### src/rtl/instruction_fetch_if.sv
// Fetch-side bundle: ROM address/data, instruction hand-off to execute, branch redirect.
// The fetch stage uses the master view; the execute stage and ROM side use the slave view.
interface instruction_fetch_if;
    logic [7:0] address_bus;
    logic [7:0] data_bus;
    logic       instr_valid;
    logic       instr_ready;
    logic [7:0] instr_opcode;
    logic [7:0] instr_operand;
    logic       instr_len2;
    logic [7:0] instr_pc;
    logic       branch_taken;
    logic [7:0] branch_target;

    modport master (
        output address_bus, instr_valid, instr_opcode, instr_operand, instr_len2, instr_pc,
        input  data_bus, instr_ready, branch_taken, branch_target
    );

    modport slave (
        input  address_bus, instr_valid, instr_opcode, instr_operand, instr_len2, instr_pc,
        output data_bus, instr_ready, branch_taken, branch_target
    );
endinterface

### src/rtl/instruction_fetch.sv
// Byte-serial instruction fetch: assembles 1/2-byte instructions from a combinational ROM
// into a holding register and hands them to execute over valid/ready, with branch redirect.
module instruction_fetch (
    input  logic                clk,
    input  logic                reset,
    instruction_fetch_if.master bus
);
    typedef enum logic [1:0] {FETCH1, FETCH2, HOLD} state_t;

    state_t     state;
    logic [7:0] pc;
    logic [7:0] opcode;
    logic [7:0] operand;
    logic [7:0] op_pc;
    logic       len2;
    logic       valid;

    // Branches (101x_xxxx), MOV_IMM (1000_00xx) and CMP_IMM (1000_11xx) carry an operand byte.
    function automatic logic is_two_byte(input logic [7:0] b);
        return (b[7:5] == 3'b101) || (b[7:2] == 6'b100000) || (b[7:2] == 6'b100011);
    endfunction

    always_ff @(posedge clk or posedge reset) begin
        if (reset) begin
            state   <= FETCH1;
            pc      <= 8'h00;
            opcode  <= 8'h00;
            operand <= 8'h00;
            op_pc   <= 8'h00;
            len2    <= 1'b0;
            valid   <= 1'b0;
        end else if (bus.branch_taken) begin
            // Redirect wins over everything, including a transfer on the same edge.
            state <= FETCH1;
            pc    <= bus.branch_target;
            valid <= 1'b0;
        end else begin
            case (state)
                FETCH1: begin
                    opcode <= bus.data_bus;
                    op_pc  <= pc;
                    pc     <= pc + 8'd1;
                    if (is_two_byte(bus.data_bus)) begin
                        state <= FETCH2;
                    end else begin
                        operand <= 8'h00;
                        len2    <= 1'b0;
                        state   <= HOLD;
                        valid   <= 1'b1;
                    end
                end
                FETCH2: begin
                    operand <= bus.data_bus;
                    len2    <= 1'b1;
                    pc      <= pc + 8'd1;
                    state   <= HOLD;
                    valid   <= 1'b1;
                end
                HOLD: begin
                    if (bus.instr_ready) begin
                        state <= FETCH1;
                        valid <= 1'b0;
                    end
                end
                default: begin
                    state <= FETCH1;
                    valid <= 1'b0;
                end
            endcase
        end
    end

    assign bus.address_bus   = pc;
    assign bus.instr_valid   = valid;
    assign bus.instr_opcode  = opcode;
    assign bus.instr_operand = operand;
    assign bus.instr_len2    = len2;
    assign bus.instr_pc      = op_pc;
endmodule

### src/flat_wrapper.sv
// flat-port wrapper written by rule: the top's interface ports become plain ports
module instruction_fetch_flat 
  (clk, reset, bus_address_bus, bus_instr_valid, bus_instr_opcode, bus_instr_operand, bus_instr_len2, bus_instr_pc, bus_data_bus, bus_instr_ready, bus_branch_taken, bus_branch_target);
  instruction_fetch_if bus_i ();
  input  logic clk;
  input  logic reset;
  output wire logic [$bits(bus_i.address_bus)-1:0] bus_address_bus;
  output wire logic [$bits(bus_i.instr_valid)-1:0] bus_instr_valid;
  output wire logic [$bits(bus_i.instr_opcode)-1:0] bus_instr_opcode;
  output wire logic [$bits(bus_i.instr_operand)-1:0] bus_instr_operand;
  output wire logic [$bits(bus_i.instr_len2)-1:0] bus_instr_len2;
  output wire logic [$bits(bus_i.instr_pc)-1:0] bus_instr_pc;
  input wire logic [$bits(bus_i.data_bus)-1:0] bus_data_bus;
  input wire logic [$bits(bus_i.instr_ready)-1:0] bus_instr_ready;
  input wire logic [$bits(bus_i.branch_taken)-1:0] bus_branch_taken;
  input wire logic [$bits(bus_i.branch_target)-1:0] bus_branch_target;
  assign bus_address_bus = bus_i.address_bus;
  assign bus_instr_valid = bus_i.instr_valid;
  assign bus_instr_opcode = bus_i.instr_opcode;
  assign bus_instr_operand = bus_i.instr_operand;
  assign bus_instr_len2 = bus_i.instr_len2;
  assign bus_instr_pc = bus_i.instr_pc;
  assign bus_i.data_bus = bus_data_bus;
  assign bus_i.instr_ready = bus_instr_ready;
  assign bus_i.branch_taken = bus_branch_taken;
  assign bus_i.branch_target = bus_branch_target;
  instruction_fetch u_core (.clk(clk), .reset(reset), .bus(bus_i));
endmodule
### config.mk
export PLATFORM = sky130hd
export DESIGN_NAME = instruction_fetch_flat
export DESIGN_NICKNAME = d
export VERILOG_FILES = /design/src/rtl/instruction_fetch_if.sv /design/src/rtl/instruction_fetch.sv /design/src/flat_wrapper.sv
export SDC_FILE = /design/constraint.sdc
export NUM_CORES = 1
export LEC_CHECK = 0
export BUFFER_PORTS_ARGS = -buffer_cell sky130_fd_sc_hd__buf_2
export CAP_MARGIN = 25
export CORE_MARGIN = 8
export CORE_UTILIZATION = 49
export DETAILED_ROUTE_END_ITERATION = 8
export HOLD_SLACK_MARGIN = 0.05
export PLACE_DENSITY = 0.82
export SLEW_MARGIN = 0
export SYNTH_ARGS = -nofsm -noshare
export SYNTH_HDL_FRONTEND = slang
export SYNTH_SLANG_ARGS = --single-unit
### constraint.sdc
create_clock -name clk -period 2 [get_ports clk]
set_input_delay 0.2 -clock clk [delete_from_list [all_inputs] [get_ports clk]]
set_output_delay 0.2 -clock clk [all_outputs]
set_load 0.01 [all_outputs]
# Word-level counts from Yosys, hierarchy flattened
# Cells that the tools add are included.
dict set report totals {
  ff_bits 36
  input_bits 20
}
dict set report classes {
  bitwise_logic 1
  n_mux 14
  add_sub_neg 1
  eq_ne 8
  reduce_logical 9
}
# op n
set ops {}
lappend ops {{2-to-1 mux 8 bit} 3}
lappend ops {{one-hot mux 8 bit (2 select lines)} 1}
lappend ops {{equality test 6 bit, second input constant} 2}
lappend ops {{adder 8 x 1 -> 8 bit, second input constant} 1}
lappend ops {{2-to-1 mux 2 bit} 3}
lappend ops {{!= test 3 bit, second input constant} 2}
lappend ops {{one-hot mux 2 bit (3 select lines)} 1}
lappend ops {{2-to-1 mux 1 bit} 4}
lappend ops {{AND reduction 2 bit} 2}
lappend ops {{nonzero test 2 bit} 2}
lappend ops {{equality test 3 bit, second input constant} 1}
lappend ops {{one-hot mux 1 bit (3 select lines)} 1}
lappend ops {{AND reduction 3 bit} 1}
lappend ops {{equality test 2 x 1 -> 1 bit, second input constant} 1}
lappend ops {{equality test 2 bit, second input constant} 1}
lappend ops {{zero test 2 bit} 1}
lappend ops {{logical OR 1 bit} 2}
lappend ops {{!= test 2 bit, second input constant} 1}
lappend ops {{one-hot mux 1 bit (2 select lines)} 1}
lappend ops {{OR reduction 2 bit} 1}
lappend ops {{inverter 1 bit} 1}

# Longest topological paths before layout
dict set report logic_depth {
  ltp_word 6
  mapped_depth 5
  depth_no_buf 4
}

# Worst setup path before layout
# OpenSTA, ideal clock, no wires.
dict set report synth_timing {
  path_kind {reg-to-reg}
  start {register u_core.state[1]}
  end {register u_core.opcode[0], in the netlist u_core.bus.instr_opcode[0]}
  path_stages_with_launch 5
  period_less_slack_ns 1.464
  required_ns 1.875
  arrival_time_ns 1.339
  path_buffers 2
  setup_slack_ns 0.536
  path_cell_list {dfrtp_1 buf_2 nor3_4 buf_4 mux2_2}
}
dict set report synth_via {
  elab_chain_cells 2
}
# item line_no
set synth_lines {}
lappend synth_lines {{from (decl)} instruction_fetch.sv:10} ;# state_t state;
lappend synth_lines {{from (signal assigned)} instruction_fetch.sv:25} ;# state <= FETCH1;
lappend synth_lines {{from (signal assigned)} instruction_fetch.sv:34} ;# state <= FETCH1;
lappend synth_lines {{from (signal assigned)} instruction_fetch.sv:44} ;# state <= FETCH2;
lappend synth_lines {{zero test 2 bit} instruction_fetch.sv:38} ;# case (state)
lappend synth_lines {{AND reduction 2 bit (no source line)} n/a}
lappend synth_lines {{to (signal assigned)} instruction_fetch.sv:40} ;# opcode <= bus.data_bus;
lappend synth_lines {{to (decl)} instruction_fetch.sv:12} ;# logic [7:0] opcode;
# Every way passes these cells.
# A chain may end at the register's enable or synchronous reset.

# Final worst setup path
dict set report layout_timing {
  start {register u_core.state[0]}
  end {register u_core.state[1]}
}
dict set report layout_via {
  elab_chain_cells 3
}
# item line_no
set layout_lines {}
lappend layout_lines {{equality test 2 bit, or another cell as far along} instruction_fetch.sv:38}
lappend layout_lines {{one-hot mux 2 bit (3 select lines)} instruction_fetch.sv:38}
lappend layout_lines {{2-to-1 mux 2 bit} instruction_fetch.sv:32} ;# end else if (bus.branch_taken) begin
# Parallel ways exist; a longest one is shown, timed or not.

==> results.ini <==
[die]
core.rowCount=20
coreArea_um2=3030
start_util=0.511
die_area_um2=5210
die_h_um=72.2
ios=54
die_x_um=72.2

[global_routing]
grt_max_degree=37
grt_pass1_wl_mm=5.80
grt_overflow_total=0
antenna_found_initial=0
grt_pass1_vias=1206
track_usage=0.145

[logic_synthesis]
ys.flop_type=dfrtp_1
netlist_area_um2=1550
synth_seq_cells=36
ys_types=31
synthCells=119
synth.top_cell.area_share=0.582
synth_area_per_cell_um2=13.0
yosys.area.top_type=dfrtp_1
synthArstFlopShare=1.00
ys_warn_count=0
synth_common_cells=dfrtp_1, mux2_2, nand2_1
synth_edf_count=0
yosysMostFrequentCell=dfrtp_1
synth_nets=140
ys_top_cells_by_area=dfrtp_1, mux2_2, a22o_2
synth.yosys.seq_area_share=0.582

[route]
drc=0
drt_iter0_drc=49
vias_per_cell=5.30
drt.antenna.violating_nets=0
wire_per_inst_um=16.1
routed_wl_mm=3.59
drtPass1Iterations=4
vias=1182

[critical_path]
cp-startpoint=u_core.state[0]
cp.arrival_ps=1930
cp_max_fo=11
startpoint_type=flip-flop
critical_path_class=flip-flop to flip-flop
critPathCaptureType=flip-flop
cp.required_ps=2200
r2r-start=u_core.state[0]

[timing]
fin_skew_ps=8.07
setup_viol=0
finalCritPeriodShare=0.863
final_max_slew_viol_count=0
fin_tns_setup_ps=0
maxSlewHeadroom=0.665
tightestPinTransition_ps=501
period_minus_slack_ps=1730
final_hold_viol_count=0
max_freq_ghz=0.579
rsz0062_at_grt=false

[clock_network]
cts_buffer_depth=2
h-tree-depth=2
cts_inserted_buffers=5
cts_tree=built
cts.sinks=36
clk_pin_slew_worst_paths_ps=110
insertion_delay_ps=340
root_buffer=clkbuf_4

[power]
p_per_area_nw_per_um2=962
leakagePower_nw=0.976
irDropWorstVdd_v=0.000608

[worst_hold_path]
hold_start=bus_branch_target[6]
hp-class=input pin to flip-flop

[final_layout]
syn_to_final_growth_pct=26.2
drive_above_1_share=0.508
stdcell_area_um2=1950
antenna-diode-count=0
nNetsFinal=199

[job]
drv_cap=0

[place]
placed_cell_area_um2=1850
hpwl_mm=2.71
io_buffers=53
gp_congestion=0.828

[status]
status=complete, no violations

-- path summary, 6_finish.rpt --
check	to	slack [ps]	cells past startpoint
hold reg to reg	u_core.bus.instr_len2	510	1
hold / removal	u_core.bus.address_bus[6]	70	3
min in group asynchronous	u_core.bus.instr_pc[6]	500	4
max in group asynchronous	u_core.bus.instr_pc[2]	1190	4
setup / recovery	u_core.state[1]	270	3
setup reg to reg	u_core.state[1]	270	3
-- registers in the layout, summed over array words and instances (netlist names) --
signal,flops
u_core.bus.instr_pc,8
u_core.bus.instr_valid,1
u_core.bus.instr_operand,8
u_core.bus.instr_opcode,8
u_core.bus.instr_len2,1
u_core.state,2
u_core.bus.address_bus,8
-- metal layers --
layer	vias to the layer above	track usage	share of wire	wire, µm
met5	-	0	0	0
met2	36	0.234	0.50	1790
met1	588	0.161	0.41	1480
met4	0	0.0726	0.016	57
met3	6	0.0606	0.072	258
li1	552	-	-	-
-- where the power goes --
group / switching [W] / internal, W / leakage (nW)
clock: 0.000248 / 0.000261 / 0.0412
sequential: 0.0000919 / 0.000846 / 0.450
combinational: 0.000216 / 0.000217 / 0.485
-- logic make-up after synthesis --
kind of cell	Yosys count	synth area share
compound gates	21	0.108
xor+xnor	5	0.0283
fa+ha+maj	1	0.00808
buf+inv	10	0.0339
flops	36	0.582
mux	17	0.123
simple gates	29	0.116
-- layout make-up --
| cell class | count | area [µm²] |
|---|---|---|
| Fill cell | 235 | 1070 |
| Clock buffer | 5 | 37.5 |
| Inverter | 4 | 15.0 |
| Sequential cell | 36 | 901 |
| Multi-Input combinational cell | 73 | 594 |
| Tap cell | 44 | 55.1 |
| Clock inverter | 3 | 42.5 |
| Timing Repair Buffer | 58 | 308 |
-- critical path, stage by stage, from the launching register on --
cell and delay (ps):
dfrtp_1 460, or4b_1 520, o211ai_2 440, o41ai_1 160
-- per-stage QoR --
step / std cells / worst slack (ps) / hold slack, ps / utilization / power, W
finish: 223 / 273 / 69.4 / 0.645 / 0.00188
floorplan: 119 / 536 / 284 / - / 0.00119
CTS: 223 / 293 / 57.1 / 0.645 / 0.00190
detailed placement: 213 / 323 / 324 / 0.612 / 0.00139
global route: 223 / 206 / 62.7 / 0.645 / 0.00199
global placement: 213 / 401 / 313 / 0.612 / 0.00137
-- cells in the final DEF, fill, tap and decap left out, drive strengths merged --
master        n
mux2i         1
inv           4
o311ai        1
clkbuf        5
o211ai        3
bufinv        1
nor2          2
clkinvlp      1
o41ai         1
nor3          1
clkinv        1
or4           2
or4b          2
buf          56
xor2          5
mux2         16
or4bb         1
nand2         9
a22o          8
nand3         5
nand2b        1
nand3b        1
dfrtp        36
o21ai         7
nand4         1
a21o          1
and2          2
nand4b        2
ha            1
dlygate4sd3   2
-- timing repair --
item | 4_1_cts | 5_1_grt
resized for setup | 0 | 0
buffers inserted | 0 | 0
hold endpoints to repair | 37 | 0
hold buffers | 2 | 0
setup endpoints to repair | 0 | 0
No activity file was read; power rests on OpenSTA's default activity.
